### src/rtl/eth_frame_gen.sv
// Ethernet frame source for the MAC transmit byte interface: preamble, header, pattern payload, pad, CRC32 FCS.
// Optional FCS error injection is built only when ETH_FRAME_GEN_ERR_INJ_EN is defined.
module eth_frame_gen #(
    parameter int PAYLOAD_MAX = 1500,
    parameter int IFG_W       = 8,
    parameter bit PREAMBLE_EN = 1'b1
) (
    input  logic             clk,
    input  logic             rst_n,
    input  logic             start,
    input  logic             stop,
    input  logic [47:0]      mac_dst,
    input  logic [47:0]      mac_src,
    input  logic [15:0]      ethertype,
    input  logic [15:0]      pay_len,
    input  logic             pay_mode,
    input  logic [7:0]       pay_seed,
    input  logic [15:0]      num_frames,
    input  logic [IFG_W-1:0] ifg_len,
    input  logic             err_inj,
    input  logic             tx_rdy,
    output logic [7:0]       mac_tx_data,
    output logic             mac_tx_valid,
    output logic             mac_tx_sof,
    output logic             mac_tx_eof,
    output logic             busy,
    output logic             done,
    output logic [31:0]      frames_sent
);
    localparam int          CW      = (IFG_W > 16) ? IFG_W : 16;
    localparam logic [15:0] LEN_MAX = 16'(PAYLOAD_MAX);

    typedef enum logic [2:0] {S_IDLE, S_PRE, S_HDR, S_PAY, S_PAD, S_FCS, S_IFG} state_t;

    state_t         state_q, state_d;
    logic [CW-1:0]  cnt_q, cnt_d;
    logic [31:0]    crc_q, crc_d;
    logic [47:0]    dst_q, dst_d, src_q, src_d;
    logic [15:0]    type_q, type_d, len_q, len_d, num_q, num_d, run_q, run_d;
    logic           mode_q, mode_d, stop_q, stop_d, done_q, done_d;
    logic [7:0]     seed_q, seed_d;
    logic [IFG_W-1:0] ifg_q, ifg_d;
    logic [31:0]    sent_q, sent_d;

`ifdef ETH_FRAME_GEN_ERR_INJ_EN
    logic           err_q, err_d;
`else
    logic           unused_err_inj;
    assign unused_err_inj = err_inj;
`endif

    // Reflected (LSB-first) CRC32; complementing the register bytes LSB first gives the on-wire FCS.
    function automatic logic [31:0] crc_byte(input logic [31:0] c_in, input logic [7:0] d);
        logic [31:0] c;
        c = c_in;
        for (int i = 0; i < 8; i++) begin
            if (c[0] ^ d[i]) c = (c >> 1) ^ 32'hEDB8_8320;
            else             c = c >> 1;
        end
        return c;
    endfunction

    logic [111:0] hdr_w;
    logic [7:0]   hdr_b [14];
    assign hdr_w = {dst_q, src_q, type_q};
    for (genvar gi = 0; gi < 14; gi++) begin : g_hdr
        assign hdr_b[gi] = hdr_w[111 - 8*gi -: 8];
    end

    logic [CW-1:0] len_ext, ifg_ext, ifg_last;
    logic [15:0]   len_clamp;
    logic          xfer;
    assign len_ext   = CW'(len_q);
    assign ifg_ext   = CW'(ifg_q);
    assign ifg_last  = (ifg_ext < CW'(12)) ? CW'(11) : ifg_ext - CW'(1);
    assign len_clamp = (pay_len > LEN_MAX) ? LEN_MAX : pay_len;
    assign xfer      = mac_tx_valid & tx_rdy;

    always_comb begin
        mac_tx_data  = 8'h00;
        mac_tx_valid = 1'b0;
        mac_tx_sof   = 1'b0;
        mac_tx_eof   = 1'b0;
        case (state_q)
            S_PRE: begin
                mac_tx_valid = 1'b1;
                mac_tx_data  = (cnt_q == CW'(7)) ? 8'hD5 : 8'h55;
                mac_tx_sof   = (cnt_q == '0);
            end
            S_HDR: begin
                mac_tx_valid = 1'b1;
                mac_tx_data  = hdr_b[cnt_q[3:0]];
                mac_tx_sof   = (cnt_q == '0) && !PREAMBLE_EN;
            end
            S_PAY: begin
                mac_tx_valid = 1'b1;
                mac_tx_data  = mode_q ? seed_q : seed_q + cnt_q[7:0];
            end
            S_PAD: mac_tx_valid = 1'b1;
            S_FCS: begin
                mac_tx_valid = 1'b1;
                mac_tx_eof   = (cnt_q == CW'(3));
                case (cnt_q[1:0])
                    2'd0:    mac_tx_data = ~crc_q[7:0];
                    2'd1:    mac_tx_data = ~crc_q[15:8];
                    2'd2:    mac_tx_data = ~crc_q[23:16];
                    default: mac_tx_data = ~crc_q[31:24];
                endcase
`ifdef ETH_FRAME_GEN_ERR_INJ_EN
                if (cnt_q == '0) mac_tx_data[0] = mac_tx_data[0] ^ err_q;
`endif
            end
            default: ;
        endcase
    end

    always_comb begin
        state_d = state_q;
        cnt_d   = cnt_q;
        crc_d   = crc_q;
        dst_d   = dst_q;
        src_d   = src_q;
        type_d  = type_q;
        len_d   = len_q;
        mode_d  = mode_q;
        seed_d  = seed_q;
        num_d   = num_q;
        ifg_d   = ifg_q;
        run_d   = run_q;
        sent_d  = sent_q;
        done_d  = 1'b0;
        stop_d  = (state_q != S_IDLE) ? (stop_q | stop) : stop_q;
`ifdef ETH_FRAME_GEN_ERR_INJ_EN
        err_d   = err_q;
`endif
        case (state_q)
            S_IDLE: if (start) begin
                state_d = PREAMBLE_EN ? S_PRE : S_HDR;
                cnt_d   = '0;
                crc_d   = 32'hFFFF_FFFF;
                dst_d   = mac_dst;
                src_d   = mac_src;
                type_d  = ethertype;
                len_d   = len_clamp;
                mode_d  = pay_mode;
                seed_d  = pay_seed;
                num_d   = num_frames;
                ifg_d   = ifg_len;
                run_d   = '0;
                stop_d  = stop;
            end
            S_PRE: if (xfer) begin
                cnt_d = cnt_q + CW'(1);
                if (cnt_q == CW'(7)) begin
                    state_d = S_HDR;
                    cnt_d   = '0;
                end
            end
            S_HDR: if (xfer) begin
                crc_d = crc_byte(crc_q, mac_tx_data);
                cnt_d = cnt_q + CW'(1);
                if (cnt_q == CW'(13)) begin
                    state_d = (len_q == '0) ? S_PAD : S_PAY;
                    cnt_d   = '0;
                end
            end
            S_PAY: if (xfer) begin
                crc_d = crc_byte(crc_q, mac_tx_data);
                cnt_d = cnt_q + CW'(1);
                // Short payloads keep counting into PAD so the pad ends at byte 46.
                if (cnt_q == len_ext - CW'(1)) begin
                    if (len_q >= 16'd46) begin
                        state_d = S_FCS;
                        cnt_d   = '0;
`ifdef ETH_FRAME_GEN_ERR_INJ_EN
                        err_d   = err_inj;
`endif
                    end else begin
                        state_d = S_PAD;
                    end
                end
            end
            S_PAD: if (xfer) begin
                crc_d = crc_byte(crc_q, mac_tx_data);
                cnt_d = cnt_q + CW'(1);
                if (cnt_q == CW'(45)) begin
                    state_d = S_FCS;
                    cnt_d   = '0;
`ifdef ETH_FRAME_GEN_ERR_INJ_EN
                    err_d   = err_inj;
`endif
                end
            end
            S_FCS: if (xfer) begin
                cnt_d = cnt_q + CW'(1);
                if (cnt_q == CW'(3)) begin
                    state_d = S_IFG;
                    cnt_d   = '0;
                    sent_d  = sent_q + 32'd1;
                    run_d   = run_q + 16'd1;
                end
            end
            S_IFG: begin
                cnt_d = cnt_q + CW'(1);
                if (cnt_q == ifg_last) begin
                    cnt_d = '0;
                    if (stop_q || stop || (num_q != '0 && run_q == num_q)) begin
                        state_d = S_IDLE;
                        done_d  = 1'b1;
                    end else begin
                        state_d = PREAMBLE_EN ? S_PRE : S_HDR;
                        crc_d   = 32'hFFFF_FFFF;
                    end
                end
            end
            default: state_d = S_IDLE;
        endcase
    end

    always_ff @(posedge clk or negedge rst_n) begin
        if (!rst_n) begin
            state_q <= S_IDLE;
            cnt_q   <= '0;
            crc_q   <= 32'hFFFF_FFFF;
            dst_q   <= '0;
            src_q   <= '0;
            type_q  <= '0;
            len_q   <= '0;
            mode_q  <= 1'b0;
            seed_q  <= '0;
            num_q   <= '0;
            ifg_q   <= '0;
            run_q   <= '0;
            sent_q  <= '0;
            stop_q  <= 1'b0;
            done_q  <= 1'b0;
`ifdef ETH_FRAME_GEN_ERR_INJ_EN
            err_q   <= 1'b0;
`endif
        end else begin
            state_q <= state_d;
            cnt_q   <= cnt_d;
            crc_q   <= crc_d;
            dst_q   <= dst_d;
            src_q   <= src_d;
            type_q  <= type_d;
            len_q   <= len_d;
            mode_q  <= mode_d;
            seed_q  <= seed_d;
            num_q   <= num_d;
            ifg_q   <= ifg_d;
            run_q   <= run_d;
            sent_q  <= sent_d;
            stop_q  <= stop_d;
            done_q  <= done_d;
`ifdef ETH_FRAME_GEN_ERR_INJ_EN
            err_q   <= err_d;
`endif
        end
    end

    assign busy        = (state_q != S_IDLE);
    assign done        = done_q;
    assign frames_sent = sent_q;
endmodule
### config.mk
export PLATFORM = sky130hd
export DESIGN_NAME = eth_frame_gen
export DESIGN_NICKNAME = d
export VERILOG_FILES = /design/src/rtl/eth_frame_gen.sv
export SDC_FILE = /design/constraint.sdc
export NUM_CORES = 1
export LEC_CHECK = 0
export BUFFER_PORTS_ARGS = -buffer_cell sky130_fd_sc_hd__buf_2
export CAP_MARGIN = 20
export CORE_ASPECT_RATIO = 1.75
export CORE_MARGIN = 2
export CORE_UTILIZATION = 53
export CTS_CLUSTER_DIAMETER = 50
export DETAILED_ROUTE_END_ITERATION = 10
export PLACE_DENSITY = 0.77
export SKIP_LAST_GASP = 1
export SLEW_MARGIN = 20
export SYNTH_ARGS = -nofsm -noshare
export SYNTH_HDL_FRONTEND = slang
export SYNTH_SLANG_ARGS = --single-unit
### constraint.sdc
create_clock -name clk -period 4 [get_ports clk]
set_input_delay 1.2 -clock clk [delete_from_list [all_inputs] [get_ports clk]]
set_output_delay 1.2 -clock clk [all_outputs]
set_load 0.05 [all_outputs]
==> results.yml <==
run_status:
  outcome: "complete, but fails checks"
  violations: "negative setup slack"
run:
  cap_violations: 0
timing:
  tightest_slew_ns: 0.804
  fin_ws_ns: -0.0288
  rsz0062_at_grt: "true"
  setup_violations: 2
  fin_crit_ns: 4.03
  relSlewSlack_pct: 46.4
  period_share_pct: 101
  finalHoldViolCount: 0
  drv_slew: 0
  holdWs_ns: 0.468
  fmax_ghz: 0.248
  finClkSkew_ns: 0.0136
power:
  leakage_nw: 8.64
  cellPowerDensity_nw_per_um2: 890
  ir_worst_vdd_v: 0.000710
worst_setup_path:
  cp_max_fo: 8
  critical_path_required_ns: 2.80
  arrival_ns: 2.83
  worst_setup_path_end_kind: "primary output"
  cp-start-kind: "flop"
  path_class: "reg -> out"
finish:
  fin_util_pct: 65.0
  antennaDiodeCount: 0
  nets: 2084
  layout-drive-gt1-share_pct: 24.2
  fillers: 2293
  synthToLayoutAreaGrowth_pct: 20.2
  design_area_um2: 18200
die:
  initial_utilization_pct: 54.1
  die_w_um: 132
  dieArea_um2: 30000
  core_area_um2: 28000
  die_h_um: 228
  io_pins: 212
  rows: 81
global_route:
  grt_pass1_wl_mm: 68.5
  grt_max_degree: 96
  track_usage_pct: 28.2
  grt_overflow: 0
  antenna_found_initial: 2
  grt_pass1_vias: 13400
placement:
  gp_congestion: 0.934
  post-place-ws_ns: 0.0286
  io_buffers: 210
  dp.final_hpwl_mm: 30.2
  dpl_cell_area_um2: 16800
clock_tree:
  clockRootBuffer: "clkbuf_16"
  cts_tree: "done"
  path_clk_slew_ns: 0.07
  cts_buffer_depth: 3
  cts.htree.levels: 1
  clock_sinks: 262
  clock_latency_ns: 0.55
  hold_buffers: 0
  numCtsBuffers: 26
drt:
  vias_per_cell: 5.74
  wl_mm: 41.9
  final_antenna_net_count: 0
  wire_per_inst_um: 18.3
  drc: 0
  firstDrtPassIters: 5
  vias: 13200
  drtIter0Drc: 870
synth:
  ys_top_cells_by_area: "dfrtp_1 38%, nand2_1 12%, dfstp_2 5.6%"
  yosysMostFrequentCell: "nand2_1"
  post_synth_inst_count: 1676
  synthXorXnorAreaFrac_pct: 10.6
  synth_warnings: 0
  synthDominantCellAreaShare_pct: 38.0
  synthMuxAreaShare_pct: 5.31
  synth-adder-area-share_pct: 1.46
  synth_area_um2: 15100
  syn_nets: 1860
  synth_compound_area_share_pct: 9.80
  async_flop_share_pct: 100
  synth_seq_area_share_pct: 43.6
  synth-simple-area-share_pct: 25.7
  synth_edf_count: 0
  synth_top_family_by_area: "simple AND/OR/NAND/NOR gates"
  yosys.cell_types.count: 91
  ys_ff_latch: 262
  syn_avg_cell_area_um2: 9.03
  ys.flop_type: "dfrtp_1"
  yosys.area.top_type: "dfrtp_1"
  synthTopCellsByCount: "494 x nand2_1, 230 x dfrtp_1, 96 x xnor2_1"
hold_path:
  hold_class: "reg -> reg"
## where the power goes
group          total, W  switching, W  internal, W
logic           0.00926       0.00535      0.00391
registers       0.00439      0.000765      0.00362
clock network   0.00254       0.00107      0.00148
total            0.0162       0.00718      0.00901
## cells in the final DEF (no fill, tap or decap), types with 16 or more instances in the layout
master,n
mux4_2,20
nand4_1,16
dfstp_2,32
clkbuf_16,27
a21oi_1,41
nand2_1,491
nor2b_1,33
a211oi_1,18
inv_1,27
xnor2_1,96
o21ai_0,33
and3_1,27
buf_4,67
dfrtp_1,228
buf_2,201
mux2i_1,28
nor2_1,93
nor4_1,36
nand3b_1,17
xor2_1,48
a31oi_1,16
nor3_1,24
nand3_1,43
## timing repair
action,4_1_cts,5_1_grt
gates resized for setup,60,23
cloned,2,0
pin swaps,15,10
setup endpoints to repair,8,15
setup buffers,20,2
## area by class of cell
class	count	area (µm²)	area share (%)
repair buffers	290	1850	10.2
clock inverters	9	120	0.661
well taps	373	467	2.57
inverters	29	113	0.619
multi-input cells	1291	8260	45.4
flip-flops and latches	262	6600	36.3
clock buffers	39	771	4.24
## worst paths after layout
path	from	endpoint	slack [ns]	cells after the start
setup / recovery	cnt_q[0]	mac_tx_data[0]	-0.03	7
hold / removal	src_q[45]	src_q[45]	0.47	2
setup reg to reg	cnt_q[12]	crc_q[20]	0.22	16
hold reg to reg	src_q[45]	src_q[45]	0.47	2
max in group asynchronous	rst_n	crc_q[21]	2.45	2
min in group asynchronous	rst_n	dst_q[33]	0.64	1
## kinds of logic after synthesis
group / Yosys count
simple gates: 848
buf+inv: 123
flops: 262
fa+ha+maj: 17
compound gates: 211
xor+xnor: 161
mux: 54
## layer usage
layer | up-vias | wire (µm) | track usage [%]
met4 | 4 | 2020 | 13.7
met1 | 6418 | 15800 | 33.2
met3 | 117 | 2020 | 3.21
met2 | 440 | 22100 | 51.4
li1 | 6173 | - | -
met5 | - | 22 | 0
## worst max-delay path, stage by stage (launching register included)
cell and delay (ns):
dfrtp_4 0.55, buf_12 0.17, mux4_2 0.57, mux2i_2 0.22, o221ai_4 0.15, a211oi_4 0.36, inv_1 0.10, buf_6 0.16
## per-stage QoR
| stage | TNS (ns) | total power (W) | instances |
|---|---|---|---|
| global placement | 0 | 0.0126 | 2222 |
| detailed placement | 0 | 0.0129 | 2222 |
| global route | -0.209 | 0.0172 | 2293 |
| floorplan | 0 | 0.0108 | 1676 |
| finish | -0.0317 | 0.0162 | 2293 |
| CTS | -0.0718 | 0.0160 | 2292 |
## registers in the layout, indices dropped and copies added (netlist names)
name	flops
num_q	16
done	1
mode_q	1
run_q	16
stop_q	1
state_q	3
crc_q	32
cnt_q	16
frames_sent	32
type_q	16
seed_q	8
len_ext	16
src_q	48
ifg_q	8
dst_q	48
(Power assumes the default switching activity.)
